### config.mk
export PLATFORM = sky130hd
export DESIGN_NAME = shift_sequencer
export DESIGN_NICKNAME = d
export VERILOG_FILES = /design/src/rtl/shift_sequencer_pkg.sv /design/src/rtl/shift_sequencer_op_decode.sv /design/src/rtl/shift_sequencer.sv
export SDC_FILE = /design/constraint.sdc
export NUM_CORES = 1
export LEC_CHECK = 0
export ABC_AREA = 1
export CAP_MARGIN = 20
export CORE_MARGIN = 8
export CORE_UTILIZATION = 45
export CTS_CLUSTER_SIZE = 10
export DETAILED_ROUTE_END_ITERATION = 10
export GPL_TIMING_DRIVEN = 0
export PLACE_DENSITY = 0.73
export SYNTH_ARGS = -nofsm -noshare
export SYNTH_HDL_FRONTEND = slang
export SYNTH_SLANG_ARGS = --single-unit
### constraint.sdc
create_clock -name clk -period 1.2 [get_ports clk]
set_clock_uncertainty 0.2 [all_clocks]
set_input_delay 0.12 -clock clk [delete_from_list [all_inputs] [get_ports clk]]
set_output_delay 0.12 -clock clk [all_outputs]
set_load 0.02 [all_outputs]
### src/rtl/shift_sequencer_pkg.sv
// Shared definitions for the shift sequencer: RegDesloc commands, shift op codes
// and the sequencer state encoding.
package shift_sequencer_pkg;

  localparam logic [2:0] SH_NOP  = 3'b000;
  localparam logic [2:0] SH_LOAD = 3'b001;
  localparam logic [2:0] SH_SLL  = 3'b010;
  localparam logic [2:0] SH_SRL  = 3'b011;
  localparam logic [2:0] SH_SRA  = 3'b100;
  localparam logic [2:0] SH_ROR  = 3'b101;
  localparam logic [2:0] SH_ROL  = 3'b110;

  localparam logic [2:0] OP_SLL = 3'd0;
  localparam logic [2:0] OP_SRL = 3'd1;
  localparam logic [2:0] OP_SRA = 3'd2;
  localparam logic [2:0] OP_ROR = 3'd3;
  localparam logic [2:0] OP_ROL = 3'd4;

  typedef enum logic [2:0] {
    ST_IDLE   = 3'd0,
    ST_LOAD   = 3'd1,
    ST_SHIFT  = 3'd2,
    ST_SETTLE = 3'd3,
    ST_DONE   = 3'd4
  } state_t;

endpackage

### src/rtl/shift_sequencer_op_decode.sv
// Maps a shift_op code onto the RegDesloc shift command; codes 5..7 flag illegal.
module shift_op_decode
  import shift_sequencer_pkg::*;
(
  input  logic [2:0] shift_op_i,
  output logic [2:0] cmd_o,
  output logic       illegal_o
);

  always_comb begin
    cmd_o     = SH_NOP;
    illegal_o = 1'b0;
    case (shift_op_i)
      OP_SLL:  cmd_o = SH_SLL;
      OP_SRL:  cmd_o = SH_SRL;
      OP_SRA:  cmd_o = SH_SRA;
      OP_ROR:  cmd_o = SH_ROR;
      OP_ROL:  cmd_o = SH_ROL;
      default: illegal_o = 1'b1;
    endcase
  end

endmodule

### src/rtl/shift_sequencer.sv
// Sequences the RegDesloc shifter (load, shift, settle) on a single start request
// and pulses done when ALUOut holds the result.
//
// state  | meaning
// IDLE   | waiting for start; shifter idle
// LOAD   | shifter loads operand (one cycle)
// SHIFT  | latched shift command issued (one cycle)
// SETTLE | NOP cycles until SETTLE_CYCLES have elapsed
// DONE   | done pulse (with err for an illegal op), then IDLE
module shift_sequencer
  import shift_sequencer_pkg::*;
#(
  parameter int unsigned SETTLE_CYCLES = 1
)
(
  input  logic       clk,
  input  logic       reset,
  input  logic       start,
  input  logic [2:0] shift_op,
  input  logic       amt_sel,
  input  logic       flush,
  output logic [2:0] shifter_control,
  output logic       m_shifter,
  output logic       busy,
  output logic       done,
  output logic       err
);

  localparam logic [2:0] SETTLE_LAST = 3'(SETTLE_CYCLES - 1);

  state_t     state_q;
  logic [2:0] cmd_q;
  logic [2:0] cnt_q;
  logic [2:0] ctrl_q;
  logic       m_q;
  logic       busy_q;
  logic       done_q;
  logic       err_q;

  logic [2:0] dec_cmd;
  logic       dec_illegal;

  shift_op_decode u_decode (
    .shift_op_i (shift_op),
    .cmd_o      (dec_cmd),
    .illegal_o  (dec_illegal)
  );

  // Outputs are registered alongside the state, so each reflects the state entered.
  always_ff @(posedge clk or negedge reset) begin
    if (!reset) begin
      state_q <= ST_IDLE;
      cmd_q   <= SH_NOP;
      cnt_q   <= 3'd0;
      ctrl_q  <= SH_NOP;
      m_q     <= 1'b0;
      busy_q  <= 1'b0;
      done_q  <= 1'b0;
      err_q   <= 1'b0;
    end else begin
      done_q <= 1'b0;
      err_q  <= 1'b0;
      ctrl_q <= SH_NOP;
      case (state_q)
        ST_IDLE: begin
          busy_q <= 1'b0;
          if (start && !flush) begin
            busy_q <= 1'b1;
            if (dec_illegal) begin
              state_q <= ST_DONE;
              done_q  <= 1'b1;
              err_q   <= 1'b1;
            end else begin
              state_q <= ST_LOAD;
              cmd_q   <= dec_cmd;
              m_q     <= amt_sel;
              ctrl_q  <= SH_LOAD;
            end
          end
        end
        ST_LOAD: begin
          if (flush) begin
            state_q <= ST_IDLE;
            busy_q  <= 1'b0;
          end else begin
            state_q <= ST_SHIFT;
            ctrl_q  <= cmd_q;
          end
        end
        ST_SHIFT: begin
          if (flush) begin
            state_q <= ST_IDLE;
            busy_q  <= 1'b0;
          end else begin
            state_q <= ST_SETTLE;
            cnt_q   <= 3'd0;
          end
        end
        ST_SETTLE: begin
          if (flush) begin
            state_q <= ST_IDLE;
            busy_q  <= 1'b0;
          end else if (cnt_q == SETTLE_LAST) begin
            state_q <= ST_DONE;
            done_q  <= 1'b1;
          end else begin
            cnt_q <= cnt_q + 3'd1;
          end
        end
        ST_DONE: begin
          state_q <= ST_IDLE;
          busy_q  <= 1'b0;
        end
        default: begin
          state_q <= ST_IDLE;
          busy_q  <= 1'b0;
        end
      endcase
    end
  end

  assign shifter_control = ctrl_q;
  assign m_shifter       = m_q;
  assign busy            = busy_q;
  assign done            = done_q;
  assign err             = err_q;

endmodule

* Word level (Yosys, flattened, before mapping)
Index checks and enable logic that the tools add are counted.
** Storage, ports and cells
- Output and inout port bits :: 7
- Memory bits (writable) :: 0
- Memories kept :: 0
- Bits in registers :: 16
- Bits in latches :: 0
- ROM bits :: 0
** Cells by class
- $lt $le $gt $ge :: 0
- Mux-type cells :: 25
- Multipliers :: 0
- Add/sub/neg operators :: 1
- Bitwise logic cells :: 0
- Reductions and logical operators :: 11
- Div/mod/pow operators :: 0
- Shifts and indexed selects :: 0
- Equality and inequality tests :: 13
** Operator list (count)
- 3-bit two-way mux :: 8
- 3-bit one-hot mux with 5 select lines :: 1
- 3-bit by 2-bit equality test with 1-bit output, second input constant :: 4
- 3-bit one-hot mux with 2 select lines :: 2
- 3-bit one-hot mux with 4 select lines :: 1
- 3-bit zero test :: 3
- 1-bit two-way mux :: 9
- 2-bit inequality test, second input constant :: 4
- 3-bit by 1-bit equality test with 1-bit output, second input constant :: 2
- 5-bit OR reduction :: 1
- 2-bit two-way mux :: 2
- 1-bit one-hot mux with 2 select lines :: 2
- 4-bit AND reduction :: 1
- 3-bit by 1-bit adder with 3-bit output, second input constant :: 1
- 3-bit equality test, second input constant :: 1
- 3-bit inequality test, second input constant :: 1
- 3-bit AND reduction :: 1
- 3-bit OR reduction :: 1
- 2-bit by 1-bit inequality test with 1-bit output, second input constant :: 1
- 2-bit AND reduction :: 1
- 2-bit nonzero test :: 1
- 1-bit logical AND :: 1
- 1-bit zero test :: 1

* Logic depth before layout (Yosys ltp)
- Depth in word-level cells :: 5
- Depth in mapped cells :: 8
- Depth with buffers taken out :: 8

* By module
From an unflattened synthesis, not the netlist that was laid out.
** Unflattened totals
- Cells, all modules :: 101
- Area total of the unflattened synthesis :: 818.3 um^2
** By module, submodules not included
- shift_sequencer :: instances 1, cells each 93, area an instance 782.0 um^2
- shift_op_decode :: instances 1, cells each 8, area an instance 36.3 um^2

* Worst setup path after synthesis
Ideal clock, no wire load.
- Path type :: register -> register
- Start point :: register cnt_q[0]
- End point :: register cnt_q[1]
- Cell stages (with the launch flop) :: 8
- Data arrival time :: 0.936 ns
- Setup time :: 0.121 ns
- Setup slack :: -0.056 ns
- Required time :: 0.879 ns
- Clock period less this slack :: 1.256 ns
- Cell sequence :: dfrtp_1 > inv_1 > ha_1 > nand2_1 > nor2_1 > nor2_2 > nand2_1 > o21ai_1
** On the way
- Longest elaborated chain between the ends :: 4
- Elaborated cells on any way between the ends :: 7
- Those cells by class :: add/sub (1); eq/ne (1); mux (3); reduce/logical (2)
** Ends and longest elaborated chain
- from (decl) :: line shift_sequencer.sv:33 : logic [2:0] cnt_q;
- from (signal assigned) :: line shift_sequencer.sv:107 : cnt_q <= cnt_q + 3'd1;
- 3-bit by 1-bit adder with 3-bit output :: line shift_sequencer.sv:107
- 3-bit two-way mux :: line shift_sequencer.sv:103 : end else if (cnt_q == SETTLE_LAST) begin
- 3-bit two-way mux :: line shift_sequencer.sv:100 : if (flush) begin
- 3-bit one-hot mux with 2 select lines :: line shift_sequencer.sv:64 : case (state_q)
Parallel ways exist; a longest one is shown, timed or not. The select of a mux whose other input is x is not followed.
A chain may end at the register's enable or synchronous reset.

* Worst setup path after layout
- Start point :: register state_q[2]
- End point :: register cnt_q[1]
** On the way
- Longest elaborated chain between the ends :: 3
- Elaborated cells on any way between the ends :: 8
- Those cells by class :: eq/ne (5); mux (1); reduce/logical (2)
** Ends and longest elaborated chain
- from (decl) :: line shift_sequencer.sv:31 : state_t state_q;
- from (signal assigned) :: line shift_sequencer.sv:52 : state_q <= ST_IDLE;
- from (signal assigned) :: line shift_sequencer.sv:70 : state_q <= ST_DONE;
- from (signal assigned) :: line shift_sequencer.sv:74 : state_q <= ST_LOAD;
- 3-bit by 2-bit equality test with 1-bit output :: line shift_sequencer.sv:64
- 2-bit inequality test (no source line) / 2-bit nonzero test (equally long branches)
- 4-bit AND reduction (no source line)
Parallel ways exist; a longest one is shown, timed or not.

==> flow_summary.yaml <==
drt:
  post_drt_wl_per_cell_um: 11.92
  drtIter0Drc: 20
  ant_nets: 0
  dr.pass1.iters: 4
  num_vias: 738
  vias_per_cell: 4.761
  drt-total-wl_um: 1848
  drc: 0
pwr:
  p_total_mw: 2.202
  power.leakage_nw: 0.5934
  peakVddDrop_mv: 0.9404
  cellPowerDensity_mw_per_mm2: 1947
logic_synthesis:
  synth_top_cells_by_count: "nand2_1 (36), dfrtp_1 (16), inv_1 (12), nor2_1 (12), nand3_1 (8)"
  syn-cell-area_um2: 809.5
  avgSynthCellArea_um2: 7.566
  synth_top_cell_area_share_pct: 49.46
  yosys_warnings: 0
  synth-edff-count: 0
  async_flop_share_pct: 100.0
  synth_cells: 107
  yosysMostFrequentCell: "nand2_1"
  yosys.area.top_type: "dfrtp_1"
  ys_top_cells_by_area: "dfrtp_1 (49%), nand2_1 (17%), inv_1 (5.6%), nor2_1 (5.6%), nand3_1 (4.9%)"
  syn_nets: 117
  ys_types: 14
  ys_seq_elements: 16
  ys_seq_area_share_pct: 49.46
  synthFlopType: "dfrtp_1"
die:
  core_mm2: 0.001708
  start_util_pct: 47.40
  core.rowCount: 15
  die_x_um: 58.42
  die_y_um: 58.42
  io_pins: 15
  die-area_mm2: 0.003412
setup_path:
  crit_fanout: 4
  path_cells: "buf_4 > nor2_4 > nand2_2 > nor2_4 > nand2_1 > o21ai_1"
  cp.buffers_inverters: 1
  crit_path_start_kind: "flip-flop"
  cp_slowest_cell: "dfrtp_2"
  cp_top_family: "flip-flops"
  crit_start: "state_q[2]$_DFFE_PN0P_"
  crit_top_cell: "nor2_4"
  crit_type: "reg -> reg"
  cp-end-kind: "flip-flop"
  r2r-start: "state_q[2]$_DFFE_PN0P_"
  required_ns: 1.22
  critPathArrivalTime_ns: 1.38
  slowest_delay_ns: 0.46
cells_and_area:
  syn_to_final_growth_pct: 39.72
  instances_no_fill: 155
  drive_gt1_share_pct: 36.15
  stdcell_area_mm2: 0.001131
  layout.nets: 141
  diodes: 0
timing:
  setup_ws_ns: -0.1629
  finalHoldViolCount: 0
  rsz0062_at_grt: "true"
  clock.fmax_mhz: 733.7
  worst_pin_slew_ns: 0.7020
  fin_setup_tns_ns: -1.506
  setup_viol: 13
  min_period_ns: 1.363
  post-route-period-util_pct: 113.6
  slew_headroom_pct: 53.06
  slew_viol_final: 0
worst_hold_path:
  min_path_type: "in -> async"
global_routing:
  grt_pass1_wl_um: 2946
  grt_max_degree: 17
  antenna_found_initial: 0
  grt_pass1_vias: 719
  overflow: 0
  grt_usage_pct: 10.96
placed_design:
  dpl.hpwl_um: 1212
  placed_cell_area_um2: 988.4
  place.gp.congestion: 0.8677
  portBuffers: 14
  dp.cells: 146
cts:
  insertion_delay_ns: 0.29
  cts-root-buf: "clkbuf_4"
  clk_pin_slew_ns: 0.10
  htreeDepth: 1
  post_cts_hold_buffer_count: 0
  cts_made_buffers: 3
  clk_path_buf_depth: 2
  cts_tree: "built"
  clkSinkCount: 16
run_status:
  status: "complete, but fails checks"
  violations: "setup timing"
job:
  drv_cap: 0
-- layer usage --
layer / global-route usage, % / vias up / wire, um
met5: 0 / - / 0
met4: 9.091 / 0 / 40
met3: 1.739 / 4 / 67
met2: 17.01 / 13 / 931
met1: 12.95 / 340 / 809
li1: - / 381 / -
-- through the flow --
stage          util (%)  setup slack, ns  hold slack (ns)
3_3_place_gp      57.88          -0.3204           0.2584
3_5_place_dp      57.88          -0.3286           0.2600
5_1_grt           66.23          -0.2267           0.1063
4_1_cts           60.07          -0.1453          0.06462
2_1_floorplan         -         -0.04278          -0.3756
6_report          66.23          -0.1629          0.04500
-- final timing paths --
kind                                     endpoint  slack [ns]  cells after the start
hold reg to reg              cmd_q[0]$_DFFE_PN0P_        0.28                      2
hold / removal               cnt_q[1]$_DFFE_PN0P_        0.04                      1
setup reg to reg             cnt_q[1]$_DFFE_PN0P_       -0.16                      6
max in group asynchronous  state_q[2]$_DFFE_PN0P_        0.26                      1
setup / recovery             cnt_q[1]$_DFFE_PN0P_       -0.16                      6
min in group clk            m_shifter$_DFFE_PN0P_        0.20                      3
-- where the power goes --
part	internal [mW]	switching (mW)	leakage (nW)
combinational	0.410	0.642	0.362
sequential	0.695	0.0978	0.210
clock	0.185	0.173	0.0210
-- kinds of logic (layout without fill, tap and decap cells) --
family                     after synthesis  after routing  share of synthesized area [%]
adders and majority gates                2              2                          3.091
and+or+nand+nor                         65             65                          34.31
AOI/OAI and AO/OA                        8              8                          5.718
buffers and inverters                   16             39                          7.418
DFF                                     16             16                          49.46
-- area by class of cell --
class                   count  area [um^2]
well taps                  25        31.28
clock buffers               4        36.28
inverters                  16        62.56
multi-input cells          75        455.4
repair buffers             19        142.6
flip-flops and latches     16        402.9
fillers                   140        576.8
-- worst reg2reg max path, delay by kind of cell, from the launching register on --
family / cells / cell delay, ns
flops: 1 / 0.46
buf+inv: 1 / 0.16
simple gates: 4 / 0.42
compound gates: 1 / 0.07
-- cell usage in the layout (no fill, tap or decap), types with 3 or more instances in the layout --
cell type	instances
buf_2	7
buf_4	5
clkbuf_4	3
clkdlybuf4s50_1	7
dfrtp_1	14
inv_1	10
inv_2	5
nand2_1	31
nand2_2	5
nand2_4	3
nand3_1	5
nor2_1	9
nor2_4	6
-- what timing repair did --
| action | 4_1_cts | 5_1_grt |
|---|---|---|
| setup endpoints to repair | 22 | 16 |
| endpoints found under the hold margin | 0 | 0 |
| pin swaps | 5 | 3 |
| setup buffers | 2 | 3 |
| gates resized for setup | 34 | 21 |
-- state kept, by name (all words and copies together) (netlist names) --
register,flops
shifter_control,3
state_q,3
done,1
err,1
cnt_q,3
busy,1
cmd_q,3
m_shifter,1
No activity file was read; power rests on OpenSTA's default activity.
